===== src/rtl/reg_scoreboard_pkg.sv =====
// Shared register-file geometry and scoreboard defaults used by reg_scoreboard and its counters.
package reg_scoreboard_pkg;

  localparam int REG_ADDR_LEN    = 4;
  localparam int REG_NUM         = 16;
  localparam int SB_MAX_INFLIGHT = 3;

endpackage


===== src/rtl/reg_scoreboard_sb_counter.sv =====
// Per-register pending-write counter: saturating up/down with an underflow indication.
module sb_counter #(
  parameter int CNT_W = 3,
  parameter int MAX   = 3
) (
  input  logic             clk,
  input  logic             rst_n,
  input  logic             inc,
  input  logic             dec_req,
  output logic [CNT_W-1:0] cnt,
  output logic [CNT_W-1:0] cnt_nxt,
  output logic             dec_taken,
  output logic             underflow
);

  logic [CNT_W-1:0] cnt_r;
  logic [CNT_W-1:0] cnt_nxt_s;
  logic             dec_taken_s;

  // Next count: a write-back only decrements a pending counter; inc+dec cancel out.
  always_comb begin
    cnt_nxt_s   = cnt_r;
    dec_taken_s = dec_req && (cnt_r != {CNT_W{1'b0}});
    if (inc && !dec_taken_s) begin
      if (cnt_r != CNT_W'(MAX)) begin
        cnt_nxt_s = cnt_r + {{(CNT_W-1){1'b0}}, 1'b1};
      end else begin
        cnt_nxt_s = cnt_r;
      end
    end else if (!inc && dec_taken_s) begin
      cnt_nxt_s = cnt_r - {{(CNT_W-1){1'b0}}, 1'b1};
    end else begin
      cnt_nxt_s = cnt_r;
    end
  end

  // Counter register.
  always_ff @(posedge clk) begin
    if (!rst_n) begin
      cnt_r <= {CNT_W{1'b0}};
    end else begin
      cnt_r <= cnt_nxt_s;
    end
  end

  assign cnt       = cnt_r;
  assign cnt_nxt   = cnt_nxt_s;
  assign dec_taken = dec_taken_s;
  assign underflow = dec_req && (cnt_r == {CNT_W{1'b0}});

endmodule


===== src/rtl/reg_scoreboard.sv =====
// Register scoreboard: tracks pending write-backs and stalls ID on RAW or saturation hazards.
// Optional write-back bypass (fwd1/fwd2 outputs) enabled by defining SCOREBOARD_FWD_EN.
module reg_scoreboard
  import reg_scoreboard_pkg::*;
#(
  parameter int MAX_INFLIGHT = SB_MAX_INFLIGHT,
  parameter int CNT_W        = 3,
  parameter int TOT_W        = 6
) (
  input  logic                    clk,
  input  logic                    rst_n,
  input  logic                    issue_valid,
  input  logic                    issue_we,
  input  logic [REG_ADDR_LEN-1:0] issue_waddr,
  input  logic                    issue_use1,
  input  logic [REG_ADDR_LEN-1:0] issue_raddr1,
  input  logic                    issue_use2,
  input  logic [REG_ADDR_LEN-1:0] issue_raddr2,
  input  logic                    wb_valid,
  input  logic [REG_ADDR_LEN-1:0] wb_waddr,
  output logic                    stall,
  output logic                    issue_fire,
`ifdef SCOREBOARD_FWD_EN
  output logic                    fwd1,
  output logic                    fwd2,
`endif
  output logic [REG_NUM-1:0]      busy_vec,
  output logic [TOT_W-1:0]        inflight,
  output logic                    err_underflow
);

  logic [CNT_W-1:0]   cnt_s     [REG_NUM];
  logic [CNT_W-1:0]   cnt_nxt_s [REG_NUM];
  logic [REG_NUM-1:0] inc_s;
  logic [REG_NUM-1:0] wbsel_s;
  logic [REG_NUM-1:0] dec_s;
  logic [REG_NUM-1:0] udf_s;
  logic [REG_NUM-1:0] busy_nxt_s;
  logic               haz1_s;
  logic               haz2_s;
  logic               sat_s;
  logic               fwd1_s;
  logic               fwd2_s;
  logic               stall_s;
  logic [REG_NUM-1:0] busy_r;
  logic [TOT_W-1:0]   inflight_r;
  logic               err_r;

  assign cnt_s[0]     = {CNT_W{1'b0}};
  assign cnt_nxt_s[0] = {CNT_W{1'b0}};
  assign dec_s[0]     = 1'b0;
  assign udf_s[0]     = 1'b0;

  // Hazard detection from current counters; register 0 is never pending.
  always_comb begin
    fwd1_s = 1'b0;
    fwd2_s = 1'b0;
`ifdef SCOREBOARD_FWD_EN
    fwd1_s = issue_valid && issue_use1 && (issue_raddr1 != {REG_ADDR_LEN{1'b0}}) &&
             wb_valid && (wb_waddr == issue_raddr1) &&
             (cnt_s[issue_raddr1] == {{(CNT_W-1){1'b0}}, 1'b1});
    fwd2_s = issue_valid && issue_use2 && (issue_raddr2 != {REG_ADDR_LEN{1'b0}}) &&
             wb_valid && (wb_waddr == issue_raddr2) &&
             (cnt_s[issue_raddr2] == {{(CNT_W-1){1'b0}}, 1'b1});
`endif
    haz1_s  = issue_use1 && (issue_raddr1 != {REG_ADDR_LEN{1'b0}}) &&
              (cnt_s[issue_raddr1] != {CNT_W{1'b0}}) && !fwd1_s;
    haz2_s  = issue_use2 && (issue_raddr2 != {REG_ADDR_LEN{1'b0}}) &&
              (cnt_s[issue_raddr2] != {CNT_W{1'b0}}) && !fwd2_s;
    sat_s   = issue_we && (issue_waddr != {REG_ADDR_LEN{1'b0}}) &&
              (cnt_s[issue_waddr] == CNT_W'(MAX_INFLIGHT));
    stall_s = issue_valid && (haz1_s || haz2_s || sat_s);
  end

  assign stall      = stall_s;
  assign issue_fire = issue_valid && !stall_s;
`ifdef SCOREBOARD_FWD_EN
  assign fwd1 = fwd1_s;
  assign fwd2 = fwd2_s;
`endif

  // Per-register increment and write-back select decode.
  always_comb begin
    inc_s   = {REG_NUM{1'b0}};
    wbsel_s = {REG_NUM{1'b0}};
    for (int r = 1; r < REG_NUM; r++) begin
      inc_s[r]   = issue_valid && !stall_s && issue_we && (issue_waddr == REG_ADDR_LEN'(r));
      wbsel_s[r] = wb_valid && (wb_waddr == REG_ADDR_LEN'(r));
    end
  end

  genvar g;
  generate
    for (g = 1; g < REG_NUM; g++) begin : g_cnt
      sb_counter #(
        .CNT_W (CNT_W),
        .MAX   (MAX_INFLIGHT)
      ) u_cnt (
        .clk       (clk),
        .rst_n     (rst_n),
        .inc       (inc_s[g]),
        .dec_req   (wbsel_s[g]),
        .cnt       (cnt_s[g]),
        .cnt_nxt   (cnt_nxt_s[g]),
        .dec_taken (dec_s[g]),
        .underflow (udf_s[g])
      );
    end
  endgenerate

  // Busy vector follows the counters' next values so it lines up with them.
  always_comb begin
    busy_nxt_s = {REG_NUM{1'b0}};
    for (int r = 0; r < REG_NUM; r++) begin
      busy_nxt_s[r] = (cnt_nxt_s[r] != {CNT_W{1'b0}});
    end
  end

  // Registered summary outputs; at most one increment and one decrement per cycle.
  always_ff @(posedge clk) begin
    if (!rst_n) begin
      busy_r     <= {REG_NUM{1'b0}};
      inflight_r <= {TOT_W{1'b0}};
      err_r      <= 1'b0;
    end else begin
      busy_r     <= busy_nxt_s;
      inflight_r <= inflight_r + {{(TOT_W-1){1'b0}}, (|inc_s)}
                               - {{(TOT_W-1){1'b0}}, (|dec_s)};
      err_r      <= err_r || (|udf_s);
    end
  end

  assign busy_vec      = busy_r;
  assign inflight      = inflight_r;
  assign err_underflow = err_r;

endmodule


===== config.mk =====
export PLATFORM = sky130hd
export DESIGN_NAME = reg_scoreboard
export DESIGN_NICKNAME = d
export VERILOG_FILES = /design/src/rtl/reg_scoreboard_pkg.sv /design/src/rtl/reg_scoreboard_sb_counter.sv /design/src/rtl/reg_scoreboard.sv
export SDC_FILE = /design/constraint.sdc
export NUM_CORES = 1
export LEC_CHECK = 0
export BUFFER_PORTS_ARGS = -buffer_cell sky130_fd_sc_hd__buf_2
export CORE_ASPECT_RATIO = 0.9
export CORE_MARGIN = 4
export CORE_UTILIZATION = 45
export CTS_BUF_LIST = sky130_fd_sc_hd__clkbuf_4
export CTS_CLUSTER_SIZE = 16
export DETAILED_ROUTE_END_ITERATION = 8
export PLACE_DENSITY = 0.61
export SYNTH_ARGS = -nofsm -noshare
export SYNTH_HDL_FRONTEND = slang
export SYNTH_HIERARCHICAL = 1
export SYNTH_SLANG_ARGS = --single-unit

===== constraint.sdc =====
create_clock -name clk -period 3.1 [get_ports clk]
set_clock_uncertainty 0.05 [all_clocks]
set_input_delay 0.465 -clock clk [delete_from_list [all_inputs] [get_ports clk]]
set_output_delay 0.465 -clock clk [all_outputs]
set_load 0.005 [all_outputs]

Word level (Yosys, flattened, before mapping)
Cells that the tools add are included.

Flip-flop bits (word level): 68. Bits in latches: 0. RAM bits: 0. Bits in read-only memories: 0. Bits of input ports: 23. Output and inout bits: 25. Word-level logic and storage cells: 343. Memories: 0.

Add/sub/neg operators: 32. $mul: 0. Div/mod/pow operators: 0. Magnitude comparators: 3. Eq/ne operators: 46. Shift operators: 0. Muxes and demuxes: 54. Bitwise logic cells: 3. Reductions and logical operators: 186.

Operator list (number): 3-bit two-way mux (51); 1-bit logical AND (99); 3-bit nonzero test (32); 4-bit equality test (second input constant) (16); 3-bit by 1-bit adder with 3-bit output (second input constant) (15); 3-bit zero test (15); 3-bit by 2-bit != test with 1-bit output (second input constant) (15); 15-bit OR reduction (3); 3-bit by 1-bit subtractor with 3-bit output (second input constant) (15); 3-bit binary-select mux with 4-bit select (3); 4-bit by 3-bit equality test with 1-bit output (second input constant) (8); 1-bit zero test (31); 4-bit by 2-bit equality test with 1-bit output (second input constant) (4); 5-bit >= comparator (second input constant) (3); 4-bit inverter with 5-bit output (3); 4-bit nonzero test (3); 4-bit by 1-bit equality test with 1-bit output (second input constant) (2); 6-bit by 1-bit adder with 6-bit output (1); 6-bit by 1-bit subtractor with 6-bit output (1); 3-bit by 2-bit equality test with 1-bit output (second input constant) (1); 1-bit logical OR (3).

Logic depth before layout (Yosys ltp)
Gate-level depths: netlist (run 1).

Depth after elaboration: 18. Depth in mapped cells: 18.

Modules after synthesis
The synthesis (run 1) kept the hierarchy.

By module, submodules not included: sb_counter (times used 15, cells an instance 33, area each 276.5 um^2, seq. area each 60.1 um^2); reg_scoreboard (times used 1, cells an instance 263, area each 1971.9 um^2, seq. area each 440.4 um^2).

Worst setup path after synthesis (run 1)
No wires, ideal clock.

Path type: in2reg. Start point: input issue_raddr1[1]. End point: register inflight_r[4], in the netlist inflight[4]. Arrival time: 3.218 ns. Required time: 2.922 ns. Path slack: -0.296 ns. Stages on the path: 17. Cells stage by stage: buf_6 -> o41ai_2 -> a21oi_1 -> or4_1 -> o2111ai_2 -> o211ai_4 -> a211o_1 -> ha_1 -> inv_1 -> ha_1 -> inv_1 -> fa_1 -> inv_1 -> a21o_1 -> a21oi_1 -> xor2_1 -> nor2_1.

Cells in the longest elaborated chain, start to end: 16.

Ends and longest elaborated chain: start: declaration (line reg_scoreboard.sv:16) `input logic [REG_ADDR_LEN-1:0] issue_raddr1,`; 4-bit inverter with 5-bit output (implied by the code) (line reg_scoreboard.sv:67) `(cnt_s[issue_raddr1] != {CNT_W{1'b0}}) && !fwd1_s;`; 3-bit binary-select mux with 4-bit select (line reg_scoreboard.sv:67); 3-bit two-way mux (implied by the code) (2 in series) (line reg_scoreboard.sv:67); 3-bit nonzero test (line reg_scoreboard.sv:67); 1-bit logical AND (*) (line reg_scoreboard.sv:66) `haz1_s = issue_use1 && (issue_raddr1 != {REG_ADDR_LEN{1'b0}}) &&`; 1-bit logical OR (*) (2 in series) (line reg_scoreboard.sv:72) `stall_s = issue_valid && (haz1_s || haz2_s || sat_s);`; 1-bit logical AND (*) (line reg_scoreboard.sv:72); 1-bit zero test (*) (line reg_scoreboard.sv:87) `inc_s[r] = issue_valid && !stall_s && issue_we && (issue_waddr == REG_ADDR_LEN'(r));`; 1-bit logical AND (*) (2 in series) (line reg_scoreboard.sv:87); 1-bit logical AND (line reg_scoreboard.sv:87); 15-bit OR reduction (*) (line reg_scoreboard.sv:127) `inflight_r <= inflight_r + {{(TOT_W-1){1'b0}}, (|inc_s)}`; 6-bit by 1-bit adder with 6-bit output (*) (line reg_scoreboard.sv:127); 6-bit by 1-bit subtractor with 6-bit output (*) (line reg_scoreboard.sv:128) `- {{(TOT_W-1){1'b0}}, (|dec_s)};`; end signal: assignment (line reg_scoreboard.sv:123) `inflight_r <= {TOT_W{1'b0}};`; end signal: assignment (line reg_scoreboard.sv:127); end: declaration (line reg_scoreboard.sv:46) `logic [TOT_W-1:0] inflight_r;`.

Mark *: on every way between the ends. The rest lies on a longest branch, timed or not. The select of a mux whose other input is x is not followed. A chain may end at the register's enable or synchronous reset.

Worst setup path in the final report (run 1)
Start point: register g_cnt[1].u_cnt.cnt_r[0]. End point: register inflight_r[4], in the netlist inflight[4].

Cells in the longest elaborated chain, start to end: 15.

Ends and longest elaborated chain: start: declaration (line reg_scoreboard_sb_counter.sv:16) `logic [CNT_W-1:0] cnt_r;`; start signal: assignment (line reg_scoreboard_sb_counter.sv:40) `cnt_r <= {CNT_W{1'b0}};`; start signal: assignment (line reg_scoreboard_sb_counter.sv:42) `cnt_r <= cnt_nxt_s;`; 3-bit binary-select mux with 4-bit select, on equally long branches (line reg_scoreboard.sv:67, reg_scoreboard.sv:69); 3-bit two-way mux, on equally long branches (2 in series) (line reg_scoreboard.sv:67, reg_scoreboard.sv:69); 3-bit nonzero test, on equally long branches (line reg_scoreboard.sv:67, reg_scoreboard.sv:69); 1-bit logical AND, on equally long branches (line reg_scoreboard.sv:66, reg_scoreboard.sv:68); 1-bit logical OR (2 in series) (line reg_scoreboard.sv:72); 1-bit logical AND (line reg_scoreboard.sv:72); 1-bit zero test (line reg_scoreboard.sv:87); 1-bit logical AND (3 in series) (line reg_scoreboard.sv:87); 15-bit OR reduction (line reg_scoreboard.sv:127); 6-bit by 1-bit adder with 6-bit output (line reg_scoreboard.sv:127); 6-bit by 1-bit subtractor with 6-bit output (*) (line reg_scoreboard.sv:128).

Marked as above.

==> impl.org, run 1 <==
** Status
- The flow ran to the end, but the final reports show violations.
- The final reports fail on negative setup slack.

** Placed design
- Hpwl dp :: between 15000 and 20000 um
- Number of placed instances, taps included :: between 1000 and 1500
- Placed inst area :: 7910 um2
- Number of buffer cells added on primary ports :: 46
- The congestion estimate from routability-driven global placement came to 0.922.

** Hold path
- The worst hold path belongs to the class primary input to register.

** Setup path
- Count of cells along the worst register-to-register path :: 16
- Worst path slowest cell :: sky130_fd_sc_hd__or4_1
- The worst setup path is captured at a register.
- The critical path goes through o41ai_4, a21oi_2, or4_1, o2111ai_2, o211ai_4, a211o_1, ha_4, inv_2, ha_4, inv_2, fa_2, inv_1, a21o_1, a21oi_2, xor2_1, nor2_1.
- The critical path starts at g_cnt[1].u_cnt/cnt[0].
- Worst path top cell family by delay :: compound AO/OA/AOI/OAI gates
- For this run, the slowest stage of the critical path takes approximately 0.52 ns.
- The worst register-to-register path has a setup slack of -0.23 ns.
- Kind of start point of the critical path :: register
- Worst R2R End :: inflight[4]
- Crit path required time :: about 3.4 ns
- Following the worst setup path forward leads to its endpoint at inflight[4].
- Critical Path AT :: 3.61 ns
- The setup path with the least slack is of type register to register.
- Buf+Inv Stages, Crit Path :: 3
- Number of logic stages on the critical path including buffering :: 16
- Largest fanout of any net on the critical path :: 3
- FF-to-FF Start :: g_cnt[1].u_cnt/cnt[0]

** Finish
- Net count of the finished layout :: 1056
- Share of layout cells above drive strength 1 :: 0.370
- Filler cell count :: approximately 1100
- For this run, the number of standard cells in the final layout without fillers is between 1000 and 1500.
- Number of antenna cells inserted :: 0
- The area growth from synthesis to layout is 39.3%.
- Final instance area :: 8520 um2
- Once layout is complete, the utilization of the core stands at 0.640.

** STA
- After layout, the worst setup slack is -0.229 ns.
- Setup repair after global routing could not meet its margin everywhere.
- Rel. slew slack :: 0.323
- Crit share post-route :: 1.07
- Transition time of the tightest slew-check pin :: between 1 and 1.5 ns
- Static timing analysis puts the maximum clock frequency at approximately 300 MHz.
- Setup violations remaining at the end of the flow were counted as 22.
- The max-slew violation count was 0.
- Final sum of negative setup slack :: -1.24 ns
- Clock period minus final worst setup slack :: 3.33 ns
- The total count of hold-check failures in the final report came to 0.

** Yosys
- Most used flip-flop cell after synthesis :: sky130_fd_sc_hd__dfxtp_1
- Largest cells by area after synthesis :: sky130_fd_sc_hd__dfxtp_1 (22%), sky130_fd_sc_hd__ha_1 (10%), sky130_fd_sc_hd__inv_1 (5.5%)
- A synthesized cell averages 8.07 um2.
- The biggest area contributor in the post-synthesis netlist is sky130_fd_sc_hd__dfxtp_1.
- After synthesis, the share of flip-flops with an asynchronous set or reset is 0.
- Synthesized instance count :: ~760
- Number of register bits inferred by synthesis :: 67
- In the post-synthesis netlist, the cell with the most instances is sky130_fd_sc_hd__inv_1.
- Sequential element share of the synthesized area :: 0.219
- Number of enable flip-flop cells after synthesis :: 0
- The share of synthesized area in the top cell type comes to 0.219.
- The Yosys step of the flow raised 6 warnings.
- In the synthesized netlist, the cells that appear most often are sky130_fd_sc_hd__inv_1 (89), sky130_fd_sc_hd__nor2_1 (83), sky130_fd_sc_hd__dfxtp_1 (67).
- Post-synthesis cell type count :: 60
- Cell area after technology mapping :: roughly 6100 um2
- When the netlist entered floorplanning its net count stood at ~830.

** Drt
- First DRT Iteration DRCs :: ~590
- Number of vias in the routed layout :: 6568
- In the final routed layout, each cell accounts on average for between 15 and 20 um.
- For this block, the routed nets add up to between 20000 and 25000 um of wire.
- Detail Route Antenna Nets :: 0
- DRC viols :: 0
- Avg Vias per Cell :: roughly 5.7
- First-pass detailed-route iteration total :: 4

** Clocking
- Library cell used as clock root buffer :: sky130_fd_sc_hd__clkbuf_4
- Number of buffers inserted during clock tree synthesis :: 9
- Clock latency of the later-clocked register in the worst-skew pair :: between 0.4 and 0.5 ns
- Hold repair after CTS inserted 0 buffers.
- TritonCTS built the clock tree.
- Clock sinks :: between 60 and 70
- The H-tree generated during clock tree synthesis spans 3 levels.
- After clock tree synthesis, the clock-pin slew on the worst setup and hold paths is about 0.12 ns.
- The clock passes through at most 2 buffers.

** Power and ir drop
- The analysis attributes to net switching a power of 637 uW.
- Total power :: between 2 and 2.5 mW
- The share of total power dissipated in the clock network is 0.332.
- Worst VDD drop :: roughly 0.24 mV
- Cell area power density :: roughly 240 nW/um2
- The share of total power dissipated in sequential elements is 0.434.
- Proportion of total power due to net switching :: 0.306
- Of the total power, combinational logic draws 0.235.
- Int Pwr :: 1.44 mW
- Static power due to leakage :: around 3.7 nW

** Floorplanning
- Full die area :: between 15000 and 20000 um2
- The initial utilization of the core area, before any placement, comes to 0.460.
- The region available for standard cell placement spans about 13000 um2.
- In this run the vertical extent of the chip is between 100 and 150 um.
- 48 I/O pins were placed.
- Std-Cell Rows :: 40
- From left edge to right edge, the die measures approximately 130 um.

** Global routing
- Number of antenna violations at the first check in global routing :: 0
- The number of global-route vias before repair was ~6300.
- Global route total overflow :: 0
- The first global-routing pass estimated between 30000 and 40000 um of wire.
- Across every metal layer, demand over resource in global routing totals 0.253.
- Entering global routing, the biggest net connects 47 pins.

** Run
- Max-cap violations in this run came to 0.
[per-layer routing]
layer	GRT usage	part of all wire	vias to the layer above	routed length [um]
met1	0.335	0.45	3179	8930
met3	0.0452	0.051	41	1020
met4	0.0790	0.022	0	446
li1	-	-	3153	-
met2	0.414	0.48	195	9630
met5	0	0	-	0
[metrics by stage]
stage / hold WS [ns] / setup slack, ns
floorplan: 0.478 / -0.142
global placement: 0.498 / -0.401
detailed placement: 0.536 / -0.452
CTS: 0.512 / -0.189
global route: 0.552 / -0.355
finish: 0.546 / -0.229
[what timing repair did]
item / in CTS / in global routing
gates cloned: 0 / 1
setup endpoints to repair: 25 / 41
pin swaps: 9 / 49
buffers inserted: 0 / 8
gates resized for setup: 20 / 47
[power by group through the flow]
| stage | Clock (mW) | Sequential [mW] | Combinational [mW] |
|---|---|---|---|
| after floorplan | 0 | 0.923 | 0.244 |
| after global placement | 0 | 0.921 | 0.397 |
| after detailed placement | 0 | 0.923 | 0.413 |
| after CTS | 0.711 | 0.903 | 0.425 |
| after global routing | 0.743 | 0.905 | 0.525 |
| final | 0.689 | 0.901 | 0.488 |
[worst min-delay path: stages]
cell and delay, ns:
sky130_fd_sc_hd__buf_2 0.10, sky130_fd_sc_hd__buf_4 0.26, sky130_fd_sc_hd__and2_1 0.20
[how the worst min path moves through the flow]
| stage | startpoint | endpoint | slack (ns) | cells past startpoint |
|---|---|---|---|---|
| 2_1_floorplan | err_underflow | err_underflow | 0.48 | 2 |
| 3_5_place_dp | err_underflow | err_underflow | 0.54 | 2 |
| 3_3_place_gp | err_underflow | err_underflow | 0.50 | 2 |
| 6_report | rst_n | g_cnt[3].u_cnt/cnt[0] | 0.55 | 3 |
| 5_1_grt | rst_n | g_cnt[15].u_cnt/cnt[1] | 0.55 | 3 |
| 4_1_cts | rst_n | g_cnt[3].u_cnt/cnt[0] | 0.51 | 3 |
[layout make-up]
cell class,instances,area [um2],area share
multi-input cells,573,4710,0.553
repair buffers,241,1750,0.206
inverters,89,334,0.0392
flip-flops and latches,67,1360,0.159
well taps,168,210,0.0247
clock inverters,6,80.1,0.00939
clock buffers,10,75.1,0.00881
[layout by cell type, fill, tap and decap left out, drive strengths merged, types with 11 or more instances in the layout]
master  Yosys  final
xnor2      17     17
nand2b     17     17
nor3       32     32
nand2      31     31
a221oi     30     30
o211ai     17     17
a22o       15     15
inv        89     89
nor3b      18     18
nor2       84     84
o31ai      15     15
dfxtp      67     67
clkbuf     21     11
and2       62     62
mux2       17     17
and3       15     15
nand3b     23     23
a21oi      22     22
buf         8    240
nor4       12     12
ha         51     51
a211oi     30     30
nand3      11     11
[state kept, by name, summed over array words and instances, names as in the netlist]
register / count
busy_vec: 15
g_cnt.u_cnt/cnt: 45
err_underflow: 1
inflight: 6
[kinds of logic after synthesis]
logic type / Yosys count / synth area share
other cells: 1 / 0.000613
compound gates: 152 / 0.208
simple gates: 321 / 0.289
buf+inv: 118 / 0.0775
fa+ha+maj: 52 / 0.108
xor+xnor: 20 / 0.0286
flops: 67 / 0.219
mux: 27 / 0.0689
No activity file was read; power rests on OpenSTA's default activity.
==> run 2, diff against run 1 <==
--- a/config.mk
+++ b/config.mk
@@ -13,6 +13,7 @@
 export CTS_CLUSTER_SIZE = 16
 export DETAILED_ROUTE_END_ITERATION = 8
 export PLACE_DENSITY = 0.61
+export SKIP_LAST_GASP = 1
 export SYNTH_ARGS = -nofsm -noshare
 export SYNTH_HDL_FRONTEND = slang
 export SYNTH_HIERARCHICAL = 1
==> run 2 against run 1 <==
Net effect: the flow still finishes with violations (negative setup slack); sequential power hardly changed; critical endpoint unchanged; via count is 0.38% lower; register-to-register slack hardly changed; utilization is 0.056 points lower; non-clock buffer count stayed put; die area stayed put; largest cell class unchanged; combinational power is 2% lower; final area hardly changed.
==> impl.org, run 2 (synthesis gave the netlist of run 1 again) <==
** Status
- Outcome :: finished, violations left
- Violated checks :: negative setup slack

** STA
- Crit share post-route :: 1.08 (+0.00180)
- Max Freq :: 300 MHz (-0.17%)
- Transition time of the tightest slew-check pin :: 1.01 ns (-0.000668 ns)
- Rel. slew slack :: 0.324 (+0.000446)
- Unrepaired setup endpoints after global routing :: yes
- The max-slew violation count is 0 (unchanged).
- Endpoints failing setup :: 22 (unchanged)
- Clock period minus final worst setup slack :: 3.33 ns (+0.00559 ns)
- The worst path setup slack after routing is -0.235 ns (-0.00559 ns).
- Final hold vios :: 0 (unchanged)

** Run
- The number of maximum-capacitance violations is 0 (unchanged).

** Finish
- The growth of design area from synthesis to finish was 39.2% (about the same).
- The number of inserted diodes came to 0 (unchanged).
- Commonest cells after routing, fill and taps aside :: sky130_fd_sc_hd__buf_4 (190), sky130_fd_sc_hd__inv_1 (86), sky130_fd_sc_hd__nor2_1 (68)
- Final instance area :: 8520 um2 (about the same)
- The flip-flop count of the largest register after layout is 45 (unchanged).
- Share of layout cells above drive strength 1 :: 0.369 (-0.00101)
- The library cell used most frequently in the layout, excluding fill and tap cells, is sky130_fd_sc_hd__buf_4.
- Final Util :: 0.640 (about the same)
- Net count of the finished layout :: 1056 (unchanged)
- Final cell count without fillers :: 1154 (unchanged)

** Placed design
- Hpwl dp :: 15400 um (unchanged)
- Number of placed instances, taps included :: 1129 (unchanged)
- Placed inst area :: 7910 um2 (unchanged)
- Number of buffer cells added on primary ports :: 46 (unchanged)
- Pre-CTS setup slack :: -0.452 ns (unchanged)
- Placer Congestion :: 0.922 (unchanged)

** Drt
- First DRT Iteration DRCs :: 599 (+0.84%)
- The routed via count divided by cell count was 5.67 (-0.38%).
- The average wire per cell in the routed design came to 17.3 um (-0.12%).
- The count of TritonRoute iterations in the first routing pass was 6 (+2).
- The total detailed-routing wirelength came to 20000 um (-0.12%).
- Number of vias in the routed layout :: 6543 (-0.38%)
- The DRC violations left is 0 (unchanged).
- The residual antenna-violating net count after detailed routing is 0 (unchanged).

** Setup path
- Largest fanout of any net on the critical path :: 3 (unchanged)
- Worst R2R End :: inflight[4]
- Crit path required time :: 3.38 ns (about the same)
- Setup slack of the most critical reg-to-reg path :: -0.23 ns (about the same)
- The critical path starts at g_cnt[1].u_cnt/cnt[0].
- In this run the worst setup path terminates at inflight[4].
- Category of the worst setup path capture point :: register
- The worst setup path is launched from a register.
- The arrival time of the worst setup path came to 3.61 ns (about the same).
- The worst setup path is of the register to register kind.
- Count of cells along the worst register-to-register path :: 16 (unchanged)
- The startpoint identified for the worst register-to-register timing path is g_cnt[1].u_cnt/cnt[0].

** Clocking
- Number of levels the H-tree was split into :: 3 (unchanged)
- The maximum buffer depth of the clock tree came to 2 (unchanged).
- The cell sitting at the root of the clock tree is a sky130_fd_sc_hd__clkbuf_4.
- Clock-pin slew on the worst setup and hold paths :: 0.12 ns (about the same)
- The number of buffers inserted during clock tree synthesis is 9 (unchanged).
- Hold bufs inserted after CTS :: 0 (unchanged)
- CTS tree :: done
- The clock insertion delay at the later pin of the skew report came to 0.47 ns (about the same).
- The TritonCTS sink count was 67 (unchanged).

** Floorplanning
- The die outline area was 15500 um2 (unchanged).
- The number of core rows was 40 (unchanged).
- Vert. Die Dim :: 119 um (unchanged)
- The number of primary I/O pins is 48 (unchanged).
- The x dimension of the die is 131 um (unchanged).
- The placeable core region was 13300 um2 (unchanged).
- The initial cell density of the core is 0.460 (unchanged).

** Power and ir drop
- The power per cell area came to 243 nW/um2 (-0.41%).
- Static power due to leakage :: 3.67 nW (about the same)
- Worst VDD drop :: 0.237 mV (+0.14%)
- The total power came to 2.07 mW (-0.50%).

** Global routing
- The overall overflow remaining after global route was 0 (unchanged).
- Global-route wire length before repair :: 31100 um (unchanged)
- Vias in the first global route :: 6320 (unchanged)
- Total Routing Usage GR :: 0.253 (unchanged)
- The largest net degree at the start of global routing is 47 (unchanged).
- The initial antenna violation count was 0 (unchanged).

** Hold path
- The path class of the tightest hold or removal check is primary input to register.
run 2: report_power, final:
group	internal (mW)	total, mW	switching (mW)
Clock	0.329	0.687	0.358
Sequential	0.883	0.901	0.0178
Combinational	0.226	0.480	0.255
run 2: cell type report:
class | count | area, um2
tap | 168 | 210
inverter | 89 | 334
sequential | 67 | 1360
timing repair buffer | 241 | 1750
clock inverter | 6 | 80.1
multi-input combinational | 573 | 4710
fill | 1114 | 4800
clock buffer | 10 | 75.1
run 2: worst min-delay path by stage:
stage | to | start | depth (start not counted) | slack (ns)
after floorplan | err_underflow | err_underflow | 2 | 0.48
after global placement | err_underflow | err_underflow | 2 | 0.50
after detailed placement | err_underflow | err_underflow | 2 | 0.54
after CTS | g_cnt[3].u_cnt/cnt[0] | rst_n | 3 | 0.51
after global routing | g_cnt[15].u_cnt/cnt[1] | rst_n | 3 | 0.55
final | g_cnt[3].u_cnt/cnt[0] | rst_n | 3 | 0.55
run 2: timing repair:
action,CTS,global route
endpoints found under the setup margin,25,41
pin swaps,9,49
hold endpoints to repair,0,0
cloned,0,1
buffers inserted,0,8
resized for setup,20,46
run 2: metal layers:
metal  track usage  share of wire  vias to the layer above
met1         0.335           0.44                     3144
met2         0.414           0.48                      206
met3        0.0452          0.053                       41
met4        0.0790          0.023                        0
li1              -              -                     3152
met5             0              0                        -
run 2: metrics by stage:
stage          hold slack, ns  setup TNS (ns)
2_1_floorplan           0.478          -0.211
3_3_place_gp            0.498           -6.91
3_5_place_dp            0.536           -8.94
4_1_cts                 0.512           -1.16
5_1_grt                 0.552           -3.58
6_report                0.547           -1.25
run 2: worst max-delay path, cell delays in order, from the launching register on:
cell	delay [ns]
sky130_fd_sc_hd__dfxtp_4	0.38
sky130_fd_sc_hd__o41ai_4	0.34
sky130_fd_sc_hd__a21oi_2	0.05
sky130_fd_sc_hd__or4_1	0.52
sky130_fd_sc_hd__o2111ai_2	0.11
sky130_fd_sc_hd__o211ai_4	0.13
sky130_fd_sc_hd__a211o_1	0.31
sky130_fd_sc_hd__ha_4	0.28
sky130_fd_sc_hd__inv_2	0.03
sky130_fd_sc_hd__ha_4	0.15
sky130_fd_sc_hd__inv_2	0.04
sky130_fd_sc_hd__fa_2	0.18
sky130_fd_sc_hd__inv_1	0.04
sky130_fd_sc_hd__a21o_1	0.18
sky130_fd_sc_hd__a21oi_2	0.15
sky130_fd_sc_hd__xor2_1	0.18
sky130_fd_sc_hd__nor2_1	0.06
